**src/rtl/rhythm_pkg.sv**
```systemverilog
// Shared types and helpers for the rhythm-game datapath: tally state encoding,
// game-control keycodes and a saturating adder.
package rhythm_pkg;

  typedef enum logic [1:0] {
    TALLY_IDLE,
    TALLY_PLAY,
    TALLY_DONE
  } tally_state_t;

  localparam logic [7:0] KEY_START = 8'h2c;
  localparam logic [7:0] KEY_RESET = 8'h01;

  // Adds at 33 bits so the carry is never lost, then clamps to lim.
  function automatic logic [31:0] sat_add(input logic [31:0] a,
                                          input logic [31:0] b,
                                          input logic [31:0] lim);
    logic [32:0] sum;
    sum = {1'b0, a} + {1'b0, b};
    return (sum > {1'b0, lim}) ? lim : sum[31:0];
  endfunction

endpackage

```
**src/rtl/score_tally_if.sv**
```systemverilog
// Bundle between the dropper array / keyboard (master) and the score tally
// (slave), carrying the per-drop flags in and the HUD values out.
interface score_tally_if #(
  parameter int NUM_DROPS = 32,
  parameter int SCORE_W   = 16,
  parameter int CNT_W     = 8
);
  logic [7:0]           keycode;
  logic [NUM_DROPS-1:0] score_vec;
  logic [NUM_DROPS-1:0] miss_vec;
  logic [SCORE_W-1:0]   total_score;
  logic [CNT_W-1:0]     hit_count;
  logic [CNT_W-1:0]     combo;
  logic [CNT_W-1:0]     max_combo;
  logic                 hit_pulse;
  logic                 game_done;

  modport master (
    output keycode, score_vec, miss_vec,
    input  total_score, hit_count, combo, max_combo, hit_pulse, game_done
  );

  modport slave (
    input  keycode, score_vec, miss_vec,
    output total_score, hit_count, combo, max_combo, hit_pulse, game_done
  );
endinterface

```
**src/rtl/score_tally_popcount.sv**
```systemverilog
// Combinational population count; the count is wide enough to hold WIDTH.
module popcount #(
  parameter int WIDTH = 32,
  localparam int CW   = $clog2(WIDTH + 1)
) (
  input  logic [WIDTH-1:0] bits,
  output logic [CW-1:0]    count
);
  // NOTE: every variable written in always_comb gets a default first, so no
  // path leaves it unassigned and no latch is inferred.
  always_comb begin
    count = '0;
    for (int i = 0; i < WIDTH; i++) count = count + CW'(bits[i]);
  end
endmodule

```
**src/rtl/score_tally.sv**
```systemverilog
// Game score tally: edge-detects the per-drop hit/miss levels, counts each drop
// at most once per game and sequences Idle -> Play -> Done.
module score_tally
  import rhythm_pkg::*;
#(
  parameter int NUM_DROPS   = 32,
  parameter int SCORE_W     = 16,
  parameter int CNT_W       = 8,
  parameter int PTS_PER_HIT = 10
) (
  input logic          frame_clk,
  input logic          Reset_n,
  score_tally_if.slave bus
);
  localparam int          PC_W      = $clog2(NUM_DROPS + 1);
  localparam logic [31:0] SCORE_MAX = 32'({SCORE_W{1'b1}});
  localparam logic [31:0] CNT_MAX   = 32'({CNT_W{1'b1}});

  tally_state_t         state;
  logic [NUM_DROPS-1:0] prev_score, prev_miss, resolved;
  logic [SCORE_W-1:0]   score_q;
  logic [CNT_W-1:0]     hits_q, combo_q, max_q;
  logic                 pulse_q, done_q;

  logic [NUM_DROPS-1:0] new_hit, new_miss, resolved_next;
  logic [PC_W-1:0]      n_hit;
  logic [SCORE_W-1:0]   score_next;
  logic [CNT_W-1:0]     hits_next, combo_next;

  // A hit on a drop masks a miss on the same drop in the same frame.
  assign new_hit       = bus.score_vec & ~prev_score & ~resolved;
  assign new_miss      = bus.miss_vec & ~prev_miss & ~resolved & ~new_hit;
  assign resolved_next = resolved | new_hit | new_miss;

  popcount #(.WIDTH(NUM_DROPS)) u_popcount (
    .bits  (new_hit),
    .count (n_hit)
  );

  always_comb begin
    score_next = SCORE_W'(sat_add(32'(score_q), 32'(n_hit) * 32'(PTS_PER_HIT), SCORE_MAX));
    hits_next  = CNT_W'(sat_add(32'(hits_q), 32'(n_hit), CNT_MAX));
    combo_next = (|new_miss) ? '0 : CNT_W'(sat_add(32'(combo_q), 32'(n_hit), CNT_MAX));
  end

  // NOTE: sequential state uses non-blocking assignments so every register
  // samples the pre-edge values regardless of statement order.
  always_ff @(posedge frame_clk or negedge Reset_n) begin
    if (!Reset_n) begin
      state      <= TALLY_IDLE;
      prev_score <= '0;
      prev_miss  <= '0;
      resolved   <= '0;
      score_q    <= '0;
      hits_q     <= '0;
      combo_q    <= '0;
      max_q      <= '0;
      pulse_q    <= 1'b0;
      done_q     <= 1'b0;
    end else begin
      prev_score <= bus.score_vec;
      prev_miss  <= bus.miss_vec;
      pulse_q    <= 1'b0;
      case (state)
        TALLY_IDLE: begin
          if (bus.keycode == KEY_START) begin
            state    <= TALLY_PLAY;
            score_q  <= '0;
            hits_q   <= '0;
            combo_q  <= '0;
            max_q    <= '0;
            resolved <= '0;
          end
        end
        TALLY_PLAY: begin
          score_q  <= score_next;
          hits_q   <= hits_next;
          combo_q  <= combo_next;
          max_q    <= (combo_next > max_q) ? combo_next : max_q;
          resolved <= resolved_next;
          pulse_q  <= (n_hit != '0);
          if (&resolved_next) begin
            state  <= TALLY_DONE;
            done_q <= 1'b1;
          end else if (bus.keycode == KEY_RESET) begin
            state <= TALLY_IDLE;
          end
        end
        TALLY_DONE: begin
          if (bus.keycode == KEY_RESET) begin
            state  <= TALLY_IDLE;
            done_q <= 1'b0;
          end
        end
        default: state <= TALLY_IDLE;
      endcase
    end
  end

  assign bus.total_score = score_q;
  assign bus.hit_count   = hits_q;
  assign bus.combo       = combo_q;
  assign bus.max_combo   = max_q;
  assign bus.hit_pulse   = pulse_q;
  assign bus.game_done   = done_q;
endmodule

```
**src/flat_wrapper.sv**
```systemverilog
// flat-port wrapper written by rule: the top's interface ports become plain ports
module score_tally_flat import rhythm_pkg::*;
#(
  parameter int NUM_DROPS   = 32,
  parameter int SCORE_W     = 16,
  parameter int CNT_W       = 8,
  parameter int PTS_PER_HIT = 10
)
  (frame_clk, Reset_n, bus_keycode, bus_score_vec, bus_miss_vec, bus_total_score, bus_hit_count, bus_combo, bus_max_combo, bus_hit_pulse, bus_game_done);
  score_tally_if #(.NUM_DROPS(NUM_DROPS), .SCORE_W(SCORE_W), .CNT_W(CNT_W)) bus_i ();
  input logic frame_clk;
  input logic Reset_n;
  input wire logic [$bits(bus_i.keycode)-1:0] bus_keycode;
  input wire logic [$bits(bus_i.score_vec)-1:0] bus_score_vec;
  input wire logic [$bits(bus_i.miss_vec)-1:0] bus_miss_vec;
  output wire logic [$bits(bus_i.total_score)-1:0] bus_total_score;
  output wire logic [$bits(bus_i.hit_count)-1:0] bus_hit_count;
  output wire logic [$bits(bus_i.combo)-1:0] bus_combo;
  output wire logic [$bits(bus_i.max_combo)-1:0] bus_max_combo;
  output wire logic [$bits(bus_i.hit_pulse)-1:0] bus_hit_pulse;
  output wire logic [$bits(bus_i.game_done)-1:0] bus_game_done;
  assign bus_i.keycode = bus_keycode;
  assign bus_i.score_vec = bus_score_vec;
  assign bus_i.miss_vec = bus_miss_vec;
  assign bus_total_score = bus_i.total_score;
  assign bus_hit_count = bus_i.hit_count;
  assign bus_combo = bus_i.combo;
  assign bus_max_combo = bus_i.max_combo;
  assign bus_hit_pulse = bus_i.hit_pulse;
  assign bus_game_done = bus_i.game_done;
  score_tally #(.NUM_DROPS(NUM_DROPS), .SCORE_W(SCORE_W), .CNT_W(CNT_W), .PTS_PER_HIT(PTS_PER_HIT)) u_core (.frame_clk(frame_clk), .Reset_n(Reset_n), .bus(bus_i));
endmodule
```
**config.mk**
```make
export PLATFORM = sky130hd
export DESIGN_NAME = score_tally_flat
export DESIGN_NICKNAME = d
export VERILOG_FILES = /design/src/rtl/rhythm_pkg.sv /design/src/rtl/score_tally_if.sv /design/src/rtl/score_tally_popcount.sv /design/src/rtl/score_tally.sv /design/src/flat_wrapper.sv
export SDC_FILE = /design/constraint.sdc
export NUM_CORES = 1
export LEC_CHECK = 0
export ABC_AREA = 1
export CAP_MARGIN = 20
export CORE_UTILIZATION = 25
export CTS_BUF_LIST = sky130_fd_sc_hd__clkbuf_4 sky130_fd_sc_hd__clkbuf_8
export DETAILED_ROUTE_END_ITERATION = 16
export PLACE_DENSITY = 0.43
export SYNTH_ARGS = -nofsm -noshare
export SYNTH_HDL_FRONTEND = slang
export SYNTH_SLANG_ARGS = --single-unit
```
**constraint.sdc**
```tcl
create_clock -name frame_clk -period 18.4 [get_ports frame_clk]
set_input_delay 4.6 -clock frame_clk [delete_from_list [all_inputs] [get_ports frame_clk]]
set_output_delay 4.6 -clock frame_clk [all_outputs]
set_load 0.02 [all_outputs]
```
# [Word-level counts from Yosys, hierarchy flattened]
# Index checks and enable logic that the tools add are counted.
[totals] out_inout_bits=42 word_cells=98 input_bits=74 register_bits=140
[op_classes] n_addsub=34 n_bitwise=11 eq_ne=8 n_lt_le_gt_ge=4 reduce_logical=9 mul=1 n_mux=21
[ops] cell="$and A32 B32 Y32" count=5
[ops] cell="$add A6 B1 Y6" count=26
[ops] cell="$not A32 Y32" count=4
[ops] cell="$or A32 B32 Y32" count=2
[ops] cell="$pmux W32 S2" count=1
[ops] cell="$pmux W8 S2" count=3
[ops] cell="$mux W8" count=5
[ops] cell="$mux W16" count=2
[ops] cell="$mux W32" count=1
[ops] cell="$pmux W16 S2" count=1
[ops] cell="$reduce_and A32 Y1" count=1
[ops] cell="$reduce_or A32 Y1" count=1
[ops] cell="$add A8 B6 Y9" count=2
[ops] cell="$gt A9 B8 Y1 const B" count=2
[ops] cell="$add A16 B10 Y17" count=1
[ops] cell="$gt A17 B16 Y1 const B" count=1
[ops] cell="$mul A6 B3 Y9 const B" count=1
[ops] cell="$eq A8 B1 Y1 const B" count=1
[ops] cell="$eq A8 B6 Y1 const B" count=1
[ops] cell="$gt A8 B8 Y1" count=1
[ops] cell="$ne A2 B1 Y1 const B" count=4
[ops] cell="$add A5 B1 Y6" count=1
[ops] cell="$mux W2" count=3
[ops] cell="$pmux W2 S3" count=1
[ops] cell="other kinds (13)" count=17

# [Depth between registers and ports, before layout]
[logic_depth] ltp_word=41 depth_mapped=37 ltp_nobuf=37

# [Hierarchy]
# From an unflattened synthesis, not the netlist that was laid out.
[hier_totals] hier_cells=1047 hier_area_um2=8506.9
[modules_own_cells] module="score_tally" n_inst=1 seq_area_each_um2=3503.4 area_per_inst_um2=7697.4 cells_each=956
[modules_own_cells] module="popcount" n_inst=1 seq_area_each_um2=0.0 area_per_inst_um2=809.5 cells_each=91

# [Worst setup path before layout]
# No wires, ideal clock.
[synth_timing] path_type="input to register" start="input port bus_score_vec[1]" end="register u_core.score_q[14], in the netlist u_core.bus.total_score[14]" path_buffers=0 t_arrival_ns=11.141 path_slack_ns=7.131 setup_ns=0.128 t_required_ns=18.272 stages=33 path_cell_list="nand2_1 -> nor2_1 -> fa_1 -> fa_1 -> inv_1 -> fa_1 -> fa_1 -> fa_1 -> fa_1 -> inv_1 -> ha_1 -> inv_1 -> fa_1 -> o21ai_0 -> xnor2_1 -> inv_1 -> ha_1 -> ha_1 -> nand2_1 -> nor2_1 -> a211oi_1 -> xor2_1 -> inv_1 -> ha_1 -> a21o_1 -> a21oi_1 -> nand2_1 -> nand4_1 -> nand2_1 -> inv_1 -> nand3_1 -> nand2_1 -> o21ai_0"
[synth_via] elab_chain_len=38
[synth_lines] item="from (decl)" line="flat_wrapper.sv:14" rtl="input wire logic [$bits(bus_i.score_vec)-1:0] bus_score_vec;"
[synth_lines] item="$and A32 B32 Y32 (*) (2 in series)" line="score_tally.sv:31" rtl="assign new_hit = bus.score_vec & ~prev_score & ~resolved;"
[synth_lines] item="$add A1 B1 Y2 (*)" line="score_tally_popcount.sv:13" rtl="for (int i = 0; i < WIDTH; i++) count = count + CW'(bits[i]);"
[synth_lines] item="$add A2 B1 Y3 (*)" line="score_tally_popcount.sv:13"
[synth_lines] item="$add A3 B1 Y4 (*)" line="score_tally_popcount.sv:13"
[synth_lines] item="$add A4 B1 Y5 (*)" line="score_tally_popcount.sv:13"
[synth_lines] item="$add A5 B1 Y6 (*)" line="score_tally_popcount.sv:13"
[synth_lines] item="$add A6 B1 Y6 (*) (26 in series)" line="score_tally_popcount.sv:13"
[synth_lines] item="$mul A6 B3 Y9 (*)" line="score_tally.sv:41" rtl="score_next = SCORE_W'(sat_add(32'(score_q), 32'(n_hit) * 32'(PTS_PER_HIT), SCORE_MAX));"
[synth_lines] item="$add A16 B10 Y17 (*)" line="rhythm_pkg.sv:19" rtl="sum = {1'b0, a} + {1'b0, b};"
[synth_lines] item="$gt A17 B16 Y1" line="rhythm_pkg.sv:20" rtl="return (sum > {1'b0, lim}) ? lim : sum[31:0];"
[synth_lines] item="$mux W16 (*)" line="rhythm_pkg.sv:20"
[synth_lines] item="$pmux W16 S2 (*)" line="score_tally.sv:64" rtl="case (state)"
[synth_lines] item="to (signal assigned)" line="score_tally.sv:76" rtl="score_q <= score_next;"
[synth_lines] item="to (decl)" line="score_tally.sv:21" rtl="logic [SCORE_W-1:0] score_q;"
# Mark *: on every way between the ends. The rest lies on a longest branch, timed or not.
# A chain may end at the register's enable or synchronous reset.

# [Worst setup path in the final report]
[layout_timing] start="input port bus_score_vec[1]" end="register u_core.score_q[10], in the netlist u_core.bus.total_score[10]"
# Same word-level chain as after synthesis.

==> results by group <==
Route
  – WL per Instance: 15.0 um
  – ANT nets after route: 0
  – Post-Route WL: 24,000 um
  – First DRT Iteration DRCs: 316
  – # DRC: 0
  – First-pass detailed-route iteration total: 7
  – Via count: 6,800
  – Vias per cell: 4.24

STA
  – Worst-margin pin slew: 844 ps
  – Final-report setup violation count: 0
  – Unrepaired setup endpoints after global routing: false
  – Setup_tns: 0 ps
  – Final min period: ~12,000 ps
  – Relative slew slack: 0.437
  – Max Slew Vio Count: 0
  – Fmax: 0.0830 GHz
  – Endpoints failing hold: 0
  – Setup Skew: between 10 and 15 ps
  – Period utilization: 0.655

CTS
  – Clock Tree Root: clkbuf_8
  – Clock transition time at the flip-flop clock pins of the worst setup and hold paths: 90 ps
  – CTS Sinks: 140
  – Total CTS buffers: 17
  – Clk buf depth: 2
  – H-tree depth: 4
  – Post-CTS Setup Inserts: 0
  – Worst-skew pair later-pin latency: 470 ps
  – Post-cts resize count: 0
  – CTS tree: built
  – # hold bufs at CTS: 0

Placed design
  – DP Wirelength: 18,100 um
  – Final GP Congestion: 0.815
  – Number of I/O port buffers: 115

Setup path
  – Crit path capture type: register
  – Buffers & Inverters on Critical Path: 7
  – Worst Path Arrival: ~12,000 ps
  – Slowest CP cell: fa_1
  – Worst path top cell family by delay: adder cells
  – R2r setup slk: 10,580 ps
  – CP Data Required Time: 18,750 ps
  – Worst reg2reg endpoint: u_core.bus.total_score[10]
  – Slowest Stage Delay on Critical Path: about 630 ps
  – CP Launch Type: input port
  – Worst Path Max Fanout: 5
  – CP Class: input port to register
  – R2r worst-path depth: 34
  – Worst r2r src: u_core.prev_score[1]

Synth
  – Synthesized area: ~8400 um2
  – Unique cell type count in the Yosys netlist: 41
  – Asr flop ratio synth: 1.00
  – Post-Synthesis Net Count: ~1,200
  – Post-synth top area share: 0.419
  – Synth warnings: 0
  – Top post-synthesis cells by area: dfrtp_1, nand2_1, inv_1
  – Commonest cells in the netlist: nand2_1, inv_1, dfrtp_1
  – #FFs+latches synth: 140
  – Top-count cell post-synth: nand2_1
  – Most used DFF post-synth: dfrtp_1
  – Cells after synthesis: 1,025
  – Leading area contributor after synthesis: dfrtp_1
  – Sequential area share after synthesis: 0.419
  – Syn_area_per_cell: 8.16 um2
  – EDFF count, synth: 0

Global route
  – Largest net degree at the start of global routing: 77
  – M2 GR Usage: 0.245
  – Global-route wire length before repair: 38,400 um
  – Met1 GRT Util: 0.202
  – Initial antenna violation count: 0
  – GRT Max-Usage Layer: met2
  – Met3 Usage GRT: 0.0271
  – Number of global-route vias before repair: 6,995
  – Grt total ovfl: 0
  – GRT Util Overall: 0.149

Floorplan
  – Row count: 66
  – Top Ports: 116
  – Height of the die: 185 um
  – Die footprint: 34,200 um2
  – Initial Utilization: 0.256
  – Placeable Area: around 33,000 um2
  – Die Wd: 185 um

Layout
  – N_diodes: 0
  – Core Util, Final: 0.319
  – Area growth, synth to finish: 24.6%
  – Share of layout cells above drive strength 1: 0.0482
  – # nets final: 1,299

Outcome
  – Status: completed

Min path
  – Hold Crit Start: u_core.bus.game_done
  – Hold Path End: u_core.bus.game_done
  – Worst hold path type: register to register
  – Hold Path Depth: 2

Flow run
  – Max-cap violations: 0
-- how the worst max path moves through the flow --
stage,to,cells after the start,from,slack (ps)
5_1_grt,u_core.bus.total_score[14],36,bus_score_vec[1],5690
6_report,u_core.bus.total_score[10],34,bus_score_vec[1],6360
2_1_floorplan,u_core.bus.total_score[14],33,bus_score_vec[1],7130
3_3_place_gp,u_core.bus.total_score[14],34,bus_score_vec[13],5970
3_5_place_dp,u_core.bus.total_score[14],36,bus_score_vec[1],5840
4_1_cts,u_core.bus.total_score[14],36,bus_score_vec[1],6320
-- stage by stage --
stage	setup slack (ps)	area (um2)	hold slack, ps	cells
2_1_floorplan	7130	8370	489	1025
3_3_place_gp	5970	10000	462	1570
3_5_place_dp	5840	10000	467	1570
4_1_cts	6320	10400	491	1602
5_1_grt	5690	10400	513	1603
6_report	6360	10400	488	1603
-- flip-flops by register name, summed over array words and instances, names as in the netlist --
signal                  count
u_core.state                2
u_core.bus.total_score     16
u_core.resolved            32
u_core.bus.hit_count        8
u_core.bus.game_done        1
u_core.bus.max_combo        8
u_core.bus.combo            8
u_core.bus.hit_pulse        1
u_core.prev_score          32
u_core.prev_miss           32
-- layout make-up --
| type | instances | area, um2 |
|---|---|---|
| Clock buffer | 18 | 248 |
| Fill cell | 3485 | 22300 |
| Inverter | 175 | 657 |
| Sequential cell | 140 | 3500 |
| Multi-Input combinational cell | 695 | 4110 |
| Tap cell | 442 | 553 |
| Clock inverter | 14 | 149 |
| Timing Repair Buffer | 119 | 1200 |
-- worst reg2reg max path: cells and delay by family (launching register included) --
family / cells / cell delay, ps
AOI/OAI and AO/OA: 7 / 1460
xor gates and xnor gates: 1 / 160
adders and majority gates: 10 / 4350
buffers and inverters: 7 / 560
DFF: 1 / 370
and+or+nand+nor: 9 / 810
-- per-layer routing --
metal | routed length [um] | vias to the layer above | share of wire
met5 | 0 | - | 0
met4 | 267 | 0 | 0.011
met3 | 861 | 15 | 0.036
met2 | 11300 | 103 | 0.47
met1 | 11600 | 3156 | 0.48
li1 | - | 3526 | -
-- kinds of logic (layout without fill, tap and decap cells) --
family	after synthesis	in the layout	share of synthesized area
adder cells (fa/ha/maj)	77	77	0.140
AND/OR/NAND/NOR	468	468	0.244
buffers and inverters	190	326	0.0911
XOR/XNOR	21	21	0.0220
AO/OA/AOI/OAI	129	129	0.0840
flip-flops	140	140	0.419
-- layout by cell type, fill, tap and decap left out, types with 2 or more instances in the layout --
| master | count |
|---|---|
| xnor2_1 | 10 |
| nor2_2 | 3 |
| a22o_1 | 5 |
| o21ai_0 | 62 |
| inv_1 | 172 |
| nand3_1 | 90 |
| or2_1 | 2 |
| inv_8 | 3 |
| nand2_1 | 268 |
| xor2_1 | 11 |
| clkbuf_8 | 18 |
| nor2_4 | 3 |
| inv_2 | 3 |
| a21o_1 | 3 |
| nand4_1 | 31 |
| ha_1 | 49 |
| nor3_1 | 3 |
| clkinv_4 | 3 |
| o21ai_1 | 7 |
| or2_2 | 4 |
| clkinvlp_4 | 2 |
| a31oi_1 | 3 |
| fa_1 | 28 |
| nor2_1 | 56 |
| nor4_1 | 3 |
| buf_4 | 3 |
| nor3_2 | 2 |
| clkdlybuf4s50_1 | 114 |
| inv_6 | 5 |
| a21oi_1 | 39 |
| dfrtp_1 | 140 |
Power is left out: the tool's default activity adds up to more than one toggle a clock period on the data nets, which glitch-free logic cannot reach.
